File: src/rtl/switch_allocator.sv
// Switch allocator: per-output round-robin arbitration with wormhole locking.
// Grants, crossbar selects and output valids are combinational from the
// registered per-output state and the current requests. The sticky error
// flag is registered.
module switch_allocator #(
    parameter int unsigned N_PORTS = 5,
    parameter int unsigned PORT_W  = $clog2(N_PORTS)
) (
    input  logic                        clk,
    input  logic                        rst_n,
    input  logic [N_PORTS-1:0]          req_i,
    input  logic [N_PORTS*PORT_W-1:0]   out_port_i,
    input  logic [N_PORTS-1:0]          head_i,
    input  logic [N_PORTS-1:0]          tail_i,
    input  logic [N_PORTS-1:0]          out_ready_i,
    output logic [N_PORTS-1:0]          grant_o,
    output logic [N_PORTS-1:0]          out_valid_o,
    output logic [N_PORTS*PORT_W-1:0]   xbar_sel_o,
    output logic                        err_o
);

    localparam logic [PORT_W-1:0] LAST_PORT = PORT_W'(N_PORTS - 1);

    typedef enum logic {
        ST_FREE   = 1'b0,
        ST_LOCKED = 1'b1
    } state_e;

    state_e            state_q [N_PORTS];
    state_e            state_d [N_PORTS];
    logic [PORT_W-1:0] owner_q [N_PORTS];
    logic [PORT_W-1:0] owner_d [N_PORTS];
    logic [PORT_W-1:0] rr_q    [N_PORTS];
    logic [PORT_W-1:0] rr_d    [N_PORTS];
    logic              err_q;
    logic              err_d;

    logic [PORT_W-1:0] port_of [N_PORTS];

    // Unpack the per-input target port fields.
    always_comb begin
        for (int unsigned i = 0; i < N_PORTS; i++) begin
            port_of[i] = out_port_i[i*PORT_W +: PORT_W];
        end
    end

    // Per-output arbitration, grant generation and next-state computation.
    always_comb begin
        logic              found;
        logic [PORT_W-1:0] win;
        logic [PORT_W-1:0] idx;

        grant_o     = '0;
        out_valid_o = '0;
        xbar_sel_o  = '0;
        err_d       = err_q;
        found       = 1'b0;
        win         = '0;
        idx         = '0;
        for (int unsigned o = 0; o < N_PORTS; o++) begin
            state_d[o] = state_q[o];
            owner_d[o] = owner_q[o];
            rr_d[o]    = rr_q[o];
        end

        // A request naming a port that does not exist can never be served.
        for (int unsigned i = 0; i < N_PORTS; i++) begin
            if (req_i[i] && (port_of[i] > LAST_PORT)) begin
                err_d = 1'b1;
            end
        end

        for (int unsigned o = 0; o < N_PORTS; o++) begin
            found = 1'b0;
            win   = '0;

            if (state_q[o] == ST_LOCKED) begin
                // Only the owner may continue; a new head from it is illegal.
                if (req_i[owner_q[o]] && (port_of[owner_q[o]] == PORT_W'(o))) begin
                    if (head_i[owner_q[o]]) begin
                        err_d = 1'b1;
                    end else begin
                        found = 1'b1;
                        win   = owner_q[o];
                    end
                end
            end else begin
                // Body flits may not open a packet on an idle output.
                for (int unsigned i = 0; i < N_PORTS; i++) begin
                    if (req_i[i] && !head_i[i] && (port_of[i] == PORT_W'(o))) begin
                        err_d = 1'b1;
                    end
                end
                // Round-robin search starting at the pointer, wrapping.
                idx = rr_q[o];
                for (int unsigned k = 0; k < N_PORTS; k++) begin
                    if (!found && req_i[idx] && head_i[idx] && (port_of[idx] == PORT_W'(o))) begin
                        found = 1'b1;
                        win   = idx;
                    end
                    idx = (idx == LAST_PORT) ? '0 : idx + PORT_W'(1);
                end
            end

            if (found && out_ready_i[o]) begin
                grant_o[win]                      = 1'b1;
                out_valid_o[o]                    = 1'b1;
                xbar_sel_o[o*PORT_W +: PORT_W]    = win;
                if (state_q[o] == ST_FREE) begin
                    rr_d[o] = (win == LAST_PORT) ? '0 : win + PORT_W'(1);
                    if (!tail_i[win]) begin
                        state_d[o] = ST_LOCKED;
                        owner_d[o] = win;
                    end
                end else if (tail_i[win]) begin
                    state_d[o] = ST_FREE;
                end
            end
        end
    end

    // State, owner, pointer and sticky error registers.
    always_ff @(posedge clk or negedge rst_n) begin
        if (!rst_n) begin
            for (int unsigned o = 0; o < N_PORTS; o++) begin
                state_q[o] <= ST_FREE;
                owner_q[o] <= '0;
                rr_q[o]    <= '0;
            end
            err_q <= 1'b0;
        end else begin
            for (int unsigned o = 0; o < N_PORTS; o++) begin
                state_q[o] <= state_d[o];
                owner_q[o] <= owner_d[o];
                rr_q[o]    <= rr_d[o];
            end
            err_q <= err_d;
        end
    end

    assign err_o = err_q;

endmodule

File: config.mk
export PLATFORM = sky130hd
export DESIGN_NAME = switch_allocator
export DESIGN_NICKNAME = d
export VERILOG_FILES = /design/src/rtl/switch_allocator.sv
export SDC_FILE = /design/constraint.sdc
export NUM_CORES = 1
export LEC_CHECK = 0
export BUFFER_PORTS_ARGS = -buffer_cell sky130_fd_sc_hd__buf_4
export CAP_MARGIN = 10
export CORE_ASPECT_RATIO = 1.1
export CORE_UTILIZATION = 61
export DETAILED_ROUTE_END_ITERATION = 10
export PLACE_DENSITY = 0.92
export SYNTH_ARGS = -nofsm -noshare
export SYNTH_HDL_FRONTEND = slang
export SYNTH_SLANG_ARGS = --single-unit
File: constraint.sdc
create_clock -name clk -period 12.2 [get_ports clk]
set_input_delay 2.44 -clock clk [delete_from_list [all_inputs] [get_ports clk]]
set_output_delay 2.44 -clock clk [all_outputs]
set_load 0.02 [all_outputs]
==> results.sh <==
export IMPL_cts_made_buffers=5
export IMPL_cts_buffer_depth=2
export IMPL_avgSynthCellArea_um2=7.29
export IMPL_fmax_mhz=115
export IMPL_grt_pass1_wl_mm=54.4
export IMPL_layout_drive_gt1_share_pct=14.9
export IMPL_dieArea_um2=15300
export IMPL_overflow=0
export IMPL_start_util_pct=62.4
export IMPL_rrSetupSlack_ns=6.04
export IMPL_syn_nets=1316
export IMPL_crit_path_max_fanout=17
export IMPL_clkLatencyLatePin_ns=0.31
export IMPL_drc=0
export IMPL_synth_area_top_cells="dfrtp_1, ha_1, nor2_1"
export IMPL_power_density_nw_per_um2=321
export IMPL_finalHoldViolations=0
export IMPL_holdCritPathClass="reg2reg"
export IMPL_dr_pass1_iters=6
export IMPL_cp_start_kind="input pin"
export IMPL_tritoncts="built"
export IMPL_first_global_vias=10014
export IMPL_maxCapViolations=0
export IMPL_slew_headroom_pct=35.4
export IMPL_synth_ff_type="dfrtp_1"
export IMPL_vdd_drop_max_mv=0.292
export IMPL_antenna_found_initial=0
export IMPL_synth_seq_cells=36
export IMPL_mostFrequentLayoutCells="nor2_1, nand2_1, buf_4, inv_1, o21ai_0"
export IMPL_finalSetupViolCount=0
export IMPL_whs_ns=0.519
export IMPL_finalSetupTns_ns=0
export IMPL_worst_pin_slew_ns=0.970
export IMPL_placement_rows=46
export IMPL_synth_edf_count=0
export IMPL_syn_area_um2=9020
export IMPL_r2r_end="owner_q[14]"
export IMPL_viasPerCell=7.62
export IMPL_final_common_cell="nor2_1"
export IMPL_reg2reg_depth=19
export IMPL_cp_required_ns=9.76
export IMPL_h_tree_depth=2
export IMPL_synth_yosys_seq_area_share_pct=9.99
export IMPL_io_pins=63
export IMPL_p_leak_nw=3.81
export IMPL_place_port_buffers=62
export IMPL_vias=10879
export IMPL_cts_setup_buffers=0
export IMPL_grt_max_degree=37
export IMPL_async_flop_share_pct=100
export IMPL_drtIter0Drc=1828
export IMPL_antenna_left=0
export IMPL_finalCritPeriodShare_pct=71.5
export IMPL_synth_area_leader_cell="dfrtp_1"
export IMPL_place_inst=1419
export IMPL_gp_congestion=1.03
export IMPL_path_class="in2out"
export IMPL_die_w_um=118
export IMPL_cp_end_kind="output pin"
export IMPL_yosys_warnings=0
export IMPL_r2r_start="rr_q[12]"
export IMPL_diodes=0
export IMPL_clock_skew_final_ns=0.00810
export IMPL_final_cells=1427
export IMPL_postCtsHoldBufs=0
export IMPL_core_area_um2=14400
export IMPL_fin_ws_ns=3.48
export IMPL_final_util_pct=66.3
export IMPL_yosysUniqueCellTypes=122
export IMPL_dp_hpwl_mm=25.8
export IMPL_worstPathArrival_ns=6.28
export IMPL_path_clk_slew_ns=0.06
export IMPL_hold_path_endpoint="owner_q[11]"
export IMPL_slew_violations=0
export IMPL_clock_sinks=36
export IMPL_whs_path_depth=1
export IMPL_cts_root_buffer="clkbuf_16"
export IMPL_routed_wl_mm=34.8
export IMPL_die_h_um=130
export IMPL_status="completed"
export IMPL_final_min_clock_period_ns=8.72
export IMPL_ctsResizeCount=0
export IMPL_wl_per_cell_um=24.4
export IMPL_layout_nets=1313
export IMPL_synth_top_area_share_pct=9.99
export IMPL_grtUsageTotal_pct=45.3
export IMPL_rsz0062_at_grt="no"
export IMPL_syn_inst=1237
export IMPL_hold_start="owner_q[11]"
export IMPL_pre_cts_slack_ns=3.82
export IMPL_fill_cells=1298
export IMPL_areaGrowthSynthToFinish_pct=6.19
-- final cells by class --
type / instances / area, um^2 / share of cell area (%)
clock inverters: 3 / 42.5 / 0.444
multi-input cells: 1053 / 7500 / 78.3
inverters: 72 / 272 / 2.84
repair buffers: 66 / 495 / 5.18
clock buffers: 5 / 125 / 1.31
well taps: 192 / 240 / 2.51
flip-flops and latches: 36 / 901 / 9.41
-- worst max-delay path by stage --
stage | slack, ns | end | cells past startpoint | startpoint
floorplan | 4.19 | grant_o[4] | 13 | req_i[2]
global placement | 3.81 | grant_o[2] | 14 | out_port_i[8]
detailed placement | 3.82 | grant_o[2] | 14 | out_port_i[8]
CTS | 3.74 | grant_o[2] | 20 | rr_q[9]
global route | 3.19 | grant_o[2] | 20 | rr_q[0]
finish | 3.48 | grant_o[2] | 13 | head_i[0]
-- worst max-delay path: stages --
cell,delay [ns]
buf_4,0.24
nor3b_1,0.50
nand3_1,0.22
a2111o_1,0.41
o211ai_1,0.12
nor4_1,0.12
nand2_1,0.14
o211ai_1,0.13
a21oi_1,0.78
inv_1,0.34
a221o_1,0.41
a211o_1,0.27
buf_4,0.16
-- metrics by stage --
stage	power [W]	area [um^2]
6_report	0.00308	9570
3_5_place_dp	0.00279	9410
5_1_grt	0.00328	9570
3_3_place_gp	0.00276	9410
2_1_floorplan	0.00223	9020
4_1_cts	0.00296	9570
-- logic make-up after synthesis --
logic type	after synthesis	share of synthesized area [%]
mux	65	8.91
flops	36	9.99
fa+ha+maj	42	5.83
simple gates	544	33.4
xor+xnor	4	0.389
compound gates	398	34.6
buf+inv	148	6.84
-- report_power, final --
| group | leakage [nW] | internal [W] | switching, W | total (W) |
|---|---|---|---|---|
| clock | 0.0798 | 0.0000962 | 0.0000602 | 0.000156 |
| combinational | 3.28 | 0.000984 | 0.00165 | 0.00263 |
| sequential | 0.453 | 0.000161 | 0.000128 | 0.000289 |
| total | 3.81 | 0.00124 | 0.00183 | 0.00308 |
-- synthesized netlist by cell type (6+ instances only) --
cell type / number
nor3b_1: 26
ha_1: 42
nor4_1: 19
o21ai_1: 14
o22ai_1: 10
nand2b_1: 20
nand2_1: 91
nor2_1: 99
inv_1: 64
a22oi_1: 11
a31oi_1: 9
and3_1: 19
clkbuf_1: 51
nand4_1: 23
dfrtp_1: 36
nand3_1: 49
nor4b_1: 8
nor2b_1: 23
o211ai_1: 14
or2_2: 7
and3b_1: 6
mux2i_1: 33
o21ai_0: 63
o311ai_0: 7
nand3b_1: 9
a22o_1: 12
mux4_2: 9
a21oi_2: 7
o2111ai_1: 12
a31o_2: 6
nor3_1: 62
a211oi_1: 14
a21o_1: 17
a221oi_1: 7
and2_1: 20
mux2_2: 16
a32oi_1: 8
a21oi_1: 55
a311oi_1: 10
o31ai_1: 9
or4_1: 6
or3_1: 16
buf_2: 16
-- sequential cells by signal (all words and copies together) (netlist names) --
signal and flops:
owner_q 15, rr_q 15, state_q 5, err_o 1
-- metal layers --
metal  share of wire, %  GRT usage (%)  vias to the layer above
met5                  0              0                        -
met4                6.7           28.6                        0
met3                 11           12.9                      191
met2                 44           71.0                      848
li1                   -              -                     4786
met1                 37           55.1                     5054
Power figures use the tool's default switching activity.
